## src/rtl/ysyx_220053_pkg.sv

```systemverilog
// Shared decode definitions for the NPC core: base opcodes, the immediate
// format encoding (ExtOp) and the registered control bundle.
package ysyx_220053_pkg;

  // RV32I / RV64I base opcodes
  localparam logic [6:0] OPC_LUI       = 7'b0110111;
  localparam logic [6:0] OPC_AUIPC     = 7'b0010111;
  localparam logic [6:0] OPC_JAL       = 7'b1101111;
  localparam logic [6:0] OPC_JALR      = 7'b1100111;
  localparam logic [6:0] OPC_BRANCH    = 7'b1100011;
  localparam logic [6:0] OPC_LOAD      = 7'b0000011;
  localparam logic [6:0] OPC_STORE     = 7'b0100011;
  localparam logic [6:0] OPC_OP_IMM    = 7'b0010011;
  localparam logic [6:0] OPC_OP        = 7'b0110011;
  localparam logic [6:0] OPC_SYSTEM    = 7'b1110011;
  localparam logic [6:0] OPC_OP_IMM_32 = 7'b0011011;
  localparam logic [6:0] OPC_OP_32     = 7'b0111011;

  localparam logic [31:0] INSTR_EBREAK = 32'h0010_0073;
  localparam logic [31:0] INSTR_ECALL  = 32'h0000_0073;

  // Immediate format selector shared with the execute stage
  typedef enum logic [2:0] {
    EXT_I = 3'd0,
    EXT_U = 3'd1,
    EXT_S = 3'd2,
    EXT_B = 3'd3,
    EXT_J = 3'd4,
    EXT_R = 3'd5
  } ext_op_e;

  // Decoded control bundle carried to execute
  typedef struct packed {
    ext_op_e    ext_op;
    logic       alu_src_b;
    logic       wen;
    logic       mem_read;
    logic       mem_write;
    logic       branch;
    logic       jump;
    logic       illegal;
    logic [4:0] rd;
    logic [4:0] rs1;
    logic [4:0] rs2;
  } ctrl_t;

endpackage

```

## src/rtl/ysyx_220053_imm_gen.sv

```systemverilog
// Immediate generator: assembles the immediate for the selected format and
// sign-extends bit 31 up to XLEN. Format R yields zero.
// Ports:
//   i_ext_op  immediate format
//   i_instr   32-bit instruction word
//   o_imm     XLEN-wide sign-extended immediate
module ysyx_220053_imm_gen
  import ysyx_220053_pkg::*;
#(
  parameter int unsigned XLEN = 32
) (
  input  ext_op_e           i_ext_op,
  input  logic [31:0]       i_instr,
  output logic [XLEN-1:0]   o_imm
);

  logic [31:0] w_imm32;
  logic        w_unused_opc;

  // Opcode bits never contribute to any immediate
  assign w_unused_opc = ^i_instr[6:0];

  always_comb begin
    w_imm32 = '0;
    case (i_ext_op)
      EXT_I:   w_imm32 = {{20{i_instr[31]}}, i_instr[31:20]};
      EXT_U:   w_imm32 = {i_instr[31:12], 12'b0};
      EXT_S:   w_imm32 = {{20{i_instr[31]}}, i_instr[31:25], i_instr[11:7]};
      EXT_B:   w_imm32 = {{19{i_instr[31]}}, i_instr[31], i_instr[7],
                          i_instr[30:25], i_instr[11:8], 1'b0};
      EXT_J:   w_imm32 = {{11{i_instr[31]}}, i_instr[31], i_instr[19:12],
                          i_instr[20], i_instr[30:21], 1'b0};
      default: w_imm32 = '0;
    endcase
  end

  // Every 32-bit form already carries bit 31 as its sign; widen signed
  assign o_imm = XLEN'($signed(w_imm32));

endmodule

```

## src/rtl/ysyx_220053_decode_stage.sv

```systemverilog
// Registered instruction-decode stage: decodes RV32I/RV64I base opcodes into a
// control bundle plus immediate, flags illegal encodings and latches ebreak
// into a sticky halt. Valid/ready handshake on both sides, flush from branch
// resolution.
// Ports:
//   clk, rst                     clock, synchronous active-high reset
//   in_valid/in_ready            fetch handshake; in_instr, in_pc payload
//   flush                        kill the registered bundle and current offer
//   out_valid/out_ready          execute handshake
//   out_pc, out_imm, out_ext_op  registered PC, immediate and its format
//   out_alu_src_b, out_wen       operand-B select, register write
//   out_rd, out_rs1, out_rs2     register indices
//   out_mem_read/_write, out_branch, out_jump, out_illegal  class flags
//   halt                         sticky, set by an accepted ebreak
module ysyx_220053_decode_stage
  import ysyx_220053_pkg::*;
#(
  parameter int unsigned XLEN      = 32,
  parameter bit          EN_MEMOPS = 1'b1
) (
  input  logic            clk,
  input  logic            rst,
  input  logic            in_valid,
  output logic            in_ready,
  input  logic [31:0]     in_instr,
  input  logic [XLEN-1:0] in_pc,
  input  logic            flush,
  output logic            out_valid,
  input  logic            out_ready,
  output logic [XLEN-1:0] out_pc,
  output logic [XLEN-1:0] out_imm,
  output logic [2:0]      out_ext_op,
  output logic            out_alu_src_b,
  output logic            out_wen,
  output logic [4:0]      out_rd,
  output logic [4:0]      out_rs1,
  output logic [4:0]      out_rs2,
  output logic            out_mem_read,
  output logic            out_mem_write,
  output logic            out_branch,
  output logic            out_jump,
  output logic            out_illegal,
  output logic            halt
);

  logic [6:0]      w_opcode;
  logic [2:0]      w_funct3;
  logic [6:0]      w_funct7;
  logic            w_shamt_lo_ok;
  logic            w_shamt_hi_ok;
  logic            w_op_f7_ok;
  logic            w_ill;
  logic            w_ebreak;
  logic            w_accept;
  ctrl_t           w_ctrl;
  logic [XLEN-1:0] w_imm;

  ctrl_t           r_ctrl;
  logic [XLEN-1:0] r_imm;
  logic [XLEN-1:0] r_pc;
  logic            r_valid;
  logic            r_halt;

  assign w_opcode = in_instr[6:0];
  assign w_funct3 = in_instr[14:12];
  assign w_funct7 = in_instr[31:25];

  // R-type funct7: 0x00 always, 0x20 only for SUB/SRA
  assign w_op_f7_ok = (w_funct7 == 7'h00) ||
                      ((w_funct7 == 7'h20) && ((w_funct3 == 3'b000) || (w_funct3 == 3'b101)));

  // Immediate shifts: on RV64 bit 25 belongs to the 6-bit shamt
  always_comb begin
    w_shamt_lo_ok = 1'b0;
    w_shamt_hi_ok = 1'b0;
    if (XLEN == 64) begin
      w_shamt_lo_ok = (in_instr[31:26] == 6'b000000);
      w_shamt_hi_ok = (in_instr[31:26] == 6'b010000);
    end else begin
      w_shamt_lo_ok = (w_funct7 == 7'h00);
      w_shamt_hi_ok = (w_funct7 == 7'h20);
    end
  end

  // Opcode decode into the control bundle
  always_comb begin
    w_ctrl        = '0;
    w_ctrl.ext_op = EXT_I;
    w_ctrl.rd     = in_instr[11:7];
    w_ctrl.rs1    = in_instr[19:15];
    w_ctrl.rs2    = in_instr[24:20];
    w_ill         = 1'b0;
    w_ebreak      = 1'b0;
    case (w_opcode)
      OPC_LUI, OPC_AUIPC: begin
        w_ctrl.ext_op    = EXT_U;
        w_ctrl.alu_src_b = 1'b1;
        w_ctrl.wen       = 1'b1;
      end
      OPC_OP_IMM: begin
        w_ctrl.alu_src_b = 1'b1;
        w_ctrl.wen       = 1'b1;
        if ((w_funct3 == 3'b001) || (w_funct3 == 3'b101))
          w_ill = !(w_shamt_lo_ok || w_shamt_hi_ok);
      end
      OPC_OP: begin
        w_ctrl.ext_op = EXT_R;
        w_ctrl.wen    = 1'b1;
        w_ill         = !w_op_f7_ok;
      end
      OPC_LOAD: begin
        w_ctrl.mem_read  = 1'b1;
        w_ctrl.wen       = 1'b1;
        w_ctrl.alu_src_b = 1'b1;
        w_ill            = !EN_MEMOPS;
      end
      OPC_STORE: begin
        w_ctrl.ext_op    = EXT_S;
        w_ctrl.mem_write = 1'b1;
        w_ill            = !EN_MEMOPS;
      end
      OPC_BRANCH: begin
        w_ctrl.ext_op = EXT_B;
        w_ctrl.branch = 1'b1;
        w_ill         = (w_funct3[2:1] == 2'b01);
      end
      OPC_JAL: begin
        w_ctrl.ext_op = EXT_J;
        w_ctrl.jump   = 1'b1;
        w_ctrl.wen    = 1'b1;
      end
      OPC_JALR: begin
        w_ctrl.jump = 1'b1;
        w_ctrl.wen  = 1'b1;
        w_ill       = (w_funct3 != 3'b000);
      end
      OPC_SYSTEM: begin
        if (in_instr == INSTR_EBREAK) w_ebreak = 1'b1;
        else if (in_instr != INSTR_ECALL) w_ill = 1'b1;
      end
      OPC_OP_IMM_32: begin
        w_ctrl.alu_src_b = 1'b1;
        w_ctrl.wen       = 1'b1;
        w_ill            = (XLEN != 64);
      end
      OPC_OP_32: begin
        w_ctrl.ext_op = EXT_R;
        w_ctrl.wen    = 1'b1;
        w_ill         = (XLEN != 64) || !w_op_f7_ok;
      end
      default: w_ill = 1'b1;
    endcase
    // Illegal encodings flow downstream with no side effects
    if (w_ill) begin
      w_ctrl.wen       = 1'b0;
      w_ctrl.mem_read  = 1'b0;
      w_ctrl.mem_write = 1'b0;
      w_ctrl.branch    = 1'b0;
      w_ctrl.jump      = 1'b0;
      w_ebreak         = 1'b0;
    end
    w_ctrl.illegal = w_ill;
  end

  ysyx_220053_imm_gen #(.XLEN(XLEN)) u_imm_gen (
    .i_ext_op (w_ctrl.ext_op),
    .i_instr  (in_instr),
    .o_imm    (w_imm)
  );

  assign in_ready = !r_halt && (!r_valid || out_ready);
  assign w_accept = in_valid && in_ready && !flush;

  // Pipeline register: rst > flush > load > consume/hold
  always_ff @(posedge clk) begin
    if (rst) begin
      r_valid <= 1'b0;
      r_halt  <= 1'b0;
      r_ctrl  <= '0;
      r_imm   <= '0;
      r_pc    <= '0;
    end else if (flush) begin
      r_valid <= 1'b0;
    end else if (w_accept) begin
      r_valid <= 1'b1;
      r_ctrl  <= w_ctrl;
      r_imm   <= w_imm;
      r_pc    <= in_pc;
      if (w_ebreak) r_halt <= 1'b1;
    end else if (out_ready) begin
      r_valid <= 1'b0;
    end
  end

  assign out_valid     = r_valid;
  assign halt          = r_halt;
  assign out_pc        = r_pc;
  assign out_imm       = r_imm;
  assign out_ext_op    = r_ctrl.ext_op;
  assign out_alu_src_b = r_ctrl.alu_src_b;
  assign out_wen       = r_ctrl.wen;
  assign out_rd        = r_ctrl.rd;
  assign out_rs1       = r_ctrl.rs1;
  assign out_rs2       = r_ctrl.rs2;
  assign out_mem_read  = r_ctrl.mem_read;
  assign out_mem_write = r_ctrl.mem_write;
  assign out_branch    = r_ctrl.branch;
  assign out_jump      = r_ctrl.jump;
  assign out_illegal   = r_ctrl.illegal;

endmodule

```

## config.mk

```make
export PLATFORM = sky130hd
export DESIGN_NAME = ysyx_220053_decode_stage
export DESIGN_NICKNAME = d
export VERILOG_FILES = /design/src/rtl/ysyx_220053_pkg.sv /design/src/rtl/ysyx_220053_imm_gen.sv /design/src/rtl/ysyx_220053_decode_stage.sv
export SDC_FILE = /design/constraint.sdc
export NUM_CORES = 1
export LEC_CHECK = 0
export BUFFER_PORTS_ARGS = -buffer_cell sky130_fd_sc_hd__buf_4
export CELL_PAD_IN_SITES_DETAIL_PLACEMENT = 1
export CELL_PAD_IN_SITES_GLOBAL_PLACEMENT = 1
export CORE_ASPECT_RATIO = 0.9
export CORE_MARGIN = 2
export CORE_UTILIZATION = 30
export CTS_CLUSTER_DIAMETER = 100
export DETAILED_ROUTE_END_ITERATION = 10
export PLACE_DENSITY_LB_ADDON = 0.1
export SYNTH_ARGS = -nofsm -noshare
export SYNTH_HDL_FRONTEND = slang
export SYNTH_SLANG_ARGS = --single-unit
```

## constraint.sdc

```tcl
create_clock -name clk -period 1.7 [get_ports clk]
set_clock_uncertainty 0.15 [all_clocks]
set_input_delay 0.17 -clock clk [delete_from_list [all_inputs] [get_ports clk]]
set_output_delay 0.17 -clock clk [all_outputs]
set_load 0.05 [all_outputs]
```

# After elaboration in Yosys (flattened, before gate mapping)
# Index checks and enable logic that the tools add are counted.
[word_totals]
inputBits = 69
wordCells = 84
output_inout_bits = 92
regBits = 91
[op_classes]
n_bitwise = 1
n_eq_ne = 22
n_mux = 18
reduce_logical = 28
[op_table]
columns = ["op", "n"]
rows = [
  ["$pmux 32 s5", 1],
  ["$eq 7x6->1 const B", 5],
  ["$eq 32x21->1 const B", 1],
  ["$ne 32x7->1 const B", 1],
  ["$eq 7x7->1 const B", 4],
  ["$eq 7x5->1 const B", 3],
  ["$pmux 3 s5", 1],
  ["$mux 1", 14],
  ["$reduce_or 5->1", 2],
  ["$reduce_or 9->1", 1],
  ["$reduce_or 2->1", 4],
  ["$eq 7x2->1 const B", 1],
  ["$logic_not 7->1", 1],
  ["$eq 3x1->1 const B", 2],
  ["$eq 3x2->1 const B", 2],
  ["$eq 3x3->1 const B", 2],
  ["$logic_not 3->1", 2],
  ["$pmux 1 s6", 1],
  ["$logic_not 1->1", 5],
  ["$logic_or 1x1->1", 5],
  ["$mux 5", 1],
  ["$logic_and 1x1->1", 4],
  ["$reduce_and 3->1", 1],
  ["$reduce_bool 3->1", 1],
  ["other kinds (4)", 4],
]

# Logic depth before layout (Yosys ltp)
[logic_depth]
ltp_word = 8
depth_mapped = 7

# By module
# From an unflattened synthesis, not the netlist that was laid out.
[hier_totals]
hier_cells = 532
hier_area_um2 = 4131.5
[by_module_without_submodules]
columns = ["mod", "seq_area_each_um2", "n_inst", "cells_each", "area_per_inst_um2"]
rows = [
  ["ysyx_220053_decode_stage", 1821.7, 1, 450, 3470.8],
  ["ysyx_220053_imm_gen", 0.0, 1, 82, 660.6],
]

# Worst setup path after synthesis
# Ideal clock, no wire load.
[synth_path]
kind = "register -> register"
from = "reg r_valid (netlist: out_valid)"
to = "reg r_ctrl, in the netlist out_mem_read"
path_stages_with_launch = 7
path_slack_ps = -294
required_ps = 1465
arrival_time_ps = 1759
n_path_buf = 1
cell_sequence = "dfxtp_1 -> nor2b_1 -> nor3_2 -> nor2_1 -> buf_2 -> nand2_1 -> o31ai_2"
[synth_between]
elab_chain_len = 6
[synth_lines]
columns = ["item", "line", "source"]
rows = [
  ["start, declared", "ysyx_220053_decode_stage.sv:61", "logic r_valid;"],
  ["start signal, assigned", "ysyx_220053_decode_stage.sv:177", "r_valid <= 1'b0;"],
  ["start signal, assigned", "ysyx_220053_decode_stage.sv:183", "r_valid <= 1'b0;"],
  ["start signal, assigned", "ysyx_220053_decode_stage.sv:185", "r_valid <= 1'b1;"],
  ["$logic_not 1->1", "ysyx_220053_decode_stage.sv:171", "assign in_ready = !r_halt && (!r_valid || out_ready);"],
  ["$logic_or 1x1->1", "ysyx_220053_decode_stage.sv:171", ""],
  ["$logic_and 1x1->1", "ysyx_220053_decode_stage.sv:171", ""],
  ["$logic_and 1x1->1 (2 in a row)", "ysyx_220053_decode_stage.sv:172", "assign w_accept = in_valid && in_ready && !flush;"],
  ["$reduce_and 2->1 (no source line)", "-", ""],
  ["end signal, assigned", "ysyx_220053_decode_stage.sv:186", "r_ctrl <= w_ctrl;"],
  ["end, declared", "ysyx_220053_decode_stage.sv:58", "ctrl_t r_ctrl;"],
]
# Every way passes these cells.
# A chain may end at the register's enable or synchronous reset.

# Worst setup path in the final report
[layout_path]
from = "reg r_halt (netlist: halt)"
to = "reg r_imm[10] (netlist: out_imm[10])"
[layout_between]
elab_chain_len = 5
[layout_lines]
columns = ["item", "line", "source"]
rows = [
  ["start, declared", "ysyx_220053_decode_stage.sv:62", "logic r_halt;"],
  ["start signal, assigned", "ysyx_220053_decode_stage.sv:178", "r_halt <= 1'b0;"],
  ["start signal, assigned", "ysyx_220053_decode_stage.sv:189", "if (w_ebreak) r_halt <= 1'b1;"],
  ["$logic_not 1->1", "ysyx_220053_decode_stage.sv:171", ""],
  ["$logic_and 1x1->1", "ysyx_220053_decode_stage.sv:171", ""],
  ["$logic_and 1x1->1 (2 in a row)", "ysyx_220053_decode_stage.sv:172", ""],
  ["$reduce_and 2->1 (no source line)", "-", ""],
  ["end signal, assigned", "ysyx_220053_decode_stage.sv:187", "r_imm <= w_imm;"],
  ["end, declared", "ysyx_220053_decode_stage.sv:59", "logic [XLEN-1:0] r_imm;"],
]
# Every way passes these cells.

==> summary.md <==
| Metric | Value |
|---|---|
| Final #Nets | approximately 760 |
| Buffers on Ports | 160 |
| Dpl hpwl | between 10 and 15 mm |
| CTS Root Cell | clkbuf_16 |
| Outcome | complete, but fails checks |
| Final setup TNS | -0.218 ns |
| Most frequent cells in the layout | buf_4 (188), nand2_1 (119), dfxtp_1 (89) |
| Delay-heaviest family, CP | simple AND/OR/NAND/NOR gates |
| Min-delay worst type | primary input to flop |
| Final min period | between 1.5 and 2 ns |
| Reg power frac | 0.404 |
| # diodes | 0 |
| Psw | 0.00164 W |
| Critical Path Fanout Max | 7 |
| Die X | about 120 um |
| Total number of vias | around 4300 |
| Die Ht | ~110 um |
| Die area | roughly 14000 um2 |
| Critical Path Sink | out_imm[10] |
| Syn Std Cell Area | between 3000 and 4000 um2 |
| Worst reg2reg path startpoint | halt |
| Rel. slew slack | 0.562 |
| Buffer levels on the longest clock path | 2 |
| Crit. path cell count | 7 |
| Seq/Total Area, Yosys | 0.476 |
| Number of distinct library cells after synthesis | around 50 |
| CP startpoint | halt |
| Final core occ | 0.518 |
| Slew Limit Fails | 0 |
| DRC viols | 0 |
| Hold Vio Cnt, Final | 0 |
| Worst-Skew Late Latency | between 0.3 and 0.4 ns |
| Starting Density | 0.304 |
| R2R depth | 7 |
| Aggregate global-route resource usage | 0.226 |
| Crit path buf inv count | 2 |
| Area Growth Syn to Fin | 70.6% |
| Peak supply drop | a little over 600 uV |
| Largest net degree at the start of global routing | 49 |
| Unrepaired setup endpoints after global routing | true |
| # clock sinks | approximately 90 |
| Power Dens Cells | about 870 nW/um2 |
| Layout cell share with drive strength beyond 1 | 0.386 |
| P_leak | about 2.8 nW |
| Nature of the critical path startpoint | flop |
| Core ar. | 12600 um2 |
| Synth async-reset ratio | 0 |
| Final ANT Viol Nets | 0 |
| Synth Warn # | 0 |
| H-tree levels | 3 |
| Crit-path slowest cell | or3_4 |
| Setup CP Type | flop to flop |
| Most common cell after layout, fill and taps aside | buf_4 |
| Drt first pass iters | 4 |
| First-pass GRT wire length | 23.9 mm |
| Number of global-route vias before repair | around 4500 |
| FMAX | 579 MHz |
| Post-Syn Nets | 532 |
| Sw frac | 0.290 |
| Failing checks | setup timing |
| Initial DRC Count | approximately 160 |
| Int Pwr | 0.00401 W |
| Critical-path cell list | nand2b_4 > or3_4 > buf_12 > nor3_4 > buf_4 > a22oi_1 > nor2_1 |
| Total CTS buffers | 9 |
| Reg2reg setup slack | -0.03 ns |
| Syn Area/Cell | a little over 8 um2 |
| #FFs+latches synth | 91 |
| GPL Wtd Cong | ~0.84 |
| FF-to-FF End | out_imm[10] |
| Site Rows | 39 |
| Max-cap violations | 0 |
| DR WL/cell | roughly 18 um |
| Worst slew pin tran | about 0.65 ns |
| Cells after Synth | about 460 |
| IO Pins | 161 |
| Post-Route WL | 15.4 mm |
| Critical Path RT | about 1.8 ns |
| CTS tree | done |
| Critical path capture point type | flop |
| Clock Pin Slew Worst Setup and Hold Paths | about 0.070 ns |
| Worst setup margin | -0.0264 ns |
| Tcrit/Tclk final | 1.02 |
| Top FF cell, synth | dfxtp_1 |
| CP max stage delay | 0.42 ns |
| Initial antenna violation count | 0 |
| Global route overflow | 0 |
| EDFF count, synth | 0 |
| Final Setup Violations | 18 |
| Clk pwr share | 0.375 |
| Crit path arrival time | 1.86 ns |
| Detail-routed via count per cell | 4.96 |
| Combinational fraction of design power | 0.222 |
==> cell usage after synthesis (2+ instances only) <==
library cell / instances / area, um2
inv_1: 2 / 7.51
o21ai_0: 7 / 35.0
clkbuf_1: 18 / 67.6
nand2_1: 119 / 447
buf_4: 3 / 22.5
nor2_1: 36 / 135
nor3_2: 2 / 20.0
o31ai_2: 2 / 25.0
dfxtp_1: 91 / 1820
a21oi_1: 63 / 315
o211ai_1: 3 / 22.5
and3_1: 3 / 18.8
nor4_1: 5 / 31.3
o21ai_1: 10 / 50.1
buf_6: 3 / 33.8
and4b_1: 3 / 30.0
o2bb2ai_1: 11 / 96.3
nand2b_1: 4 / 25.0
nand3_1: 3 / 15.0
a22oi_1: 23 / 173
nor3_4: 2 / 32.5
o31ai_1: 3 / 22.5
buf_2: 11 / 55.1
nor2b_1: 6 / 37.5
nor3_1: 3 / 15.0
xnor2_1: 2 / 17.5
==> routing by layer <==
| layer | vias up | global-route usage | routed length (um) |
|---|---|---|---|
| li1 | 2066 | - | - |
| met1 | 2082 | 0.273 | 6570 |
| met2 | 104 | 0.381 | 7590 |
| met3 | 18 | 0.0797 | 973 |
| met4 | 0 | 0.0553 | 246 |
| met5 | - | 0 | 0 |
==> worst reg2reg max path: stages (launching register included) <==
cell,delay (ns)
dfxtp_4,0.34
nand2b_4,0.13
or3_4,0.42
buf_12,0.17
nor3_4,0.16
buf_4,0.16
a22oi_1,0.06
nor2_1,0.08
==> kinds of logic (layout without fill, tap and decap cells) <==
group / after synthesis / after routing / synth area share
simple gates: 200 / 201 / 0.245
compound gates: 132 / 132 / 0.222
flops: 91 / 91 / 0.476
buf+inv: 38 / 271 / 0.0527
xor+xnor: 2 / 2 / 0.00458
==> through the flow <==
| stage | area [um2] | power (W) | std cells | worst slack [ns] | hold WS (ns) |
|---|---|---|---|---|---|
| 4_1_cts | 6310 | 0.00564 | 860 | -0.0456 | 0.00290 |
| 3_5_place_dp | 5330 | 0.00338 | 783 | -0.236 | 0.280 |
| 5_1_grt | 6520 | 0.00589 | 861 | -0.0940 | 0.0212 |
| 2_1_floorplan | 3860 | 0.00294 | 463 | -0.0356 | 0.0894 |
| 3_3_place_gp | 5330 | 0.00335 | 783 | -0.188 | 0.268 |
| 6_report | 6520 | 0.00565 | 861 | -0.0264 | 0.0106 |
==> how the worst min path moves through the flow <==
stage | to | start | slack (ns) | cells past startpoint
6_report | out_imm[12] | in_instr[12] | 0.01 | 3
3_5_place_dp | out_pc[27] | in_pc[27] | 0.28 | 3
5_1_grt | out_ext_op[0] | in_instr[6] | 0.02 | 3
2_1_floorplan | out_valid | flush | 0.09 | 1
3_3_place_gp | out_pc[9] | in_pc[9] | 0.27 | 3
4_1_cts | out_ext_op[0] | in_instr[6] | 0.003 | 3
==> power by group through the flow <==
stage / clock network (W) / registers [W] / logic, W
3_3_place_gp: 0 / 0.00232 / 0.00103
3_5_place_dp: 0 / 0.00232 / 0.00105
5_1_grt: 0.00227 / 0.00229 / 0.00133
6_report: 0.00212 / 0.00228 / 0.00125
4_1_cts: 0.00217 / 0.00228 / 0.00119
2_1_floorplan: 0 / 0.00264 / 0.000300
==> final cells by class <==
| cell class | count | area, um2 |
|---|---|---|
| Inverter | 2 | 7.51 |
| Multi-Input combinational cell | 335 | 2010 |
| Sequential cell | 91 | 1830 |
| Timing Repair Buffer | 254 | 2170 |
| Clock inverter | 5 | 78.8 |
| Tap cell | 164 | 205 |
| Clock buffer | 10 | 229 |
| Fill cell | 1468 | 6070 |
==> state kept, by name, indices dropped and copies added (netlist names) <==
register / flops
out_mem_write: 1
out_pc: 32
halt: 1
out_illegal: 1
out_branch: 1
out_ext_op: 3
out_wen: 1
out_valid: 1
out_imm: 32
out_jump: 1
out_mem_read: 1
out_rd: 5
out_alu_src_b: 1
out_rs1: 5
out_rs2: 5
==> what timing repair did <==
item / in CTS / in global routing
gates resized for setup: 15 / 43
hold buffers: 54 / 0
pin swaps: 5 / 24
endpoints found under the setup margin: 38 / 80
buffers inserted: 6 / 2
cloned: 2 / 1
hold endpoints to repair: 65 / 0
(Power assumes the default switching activity.)
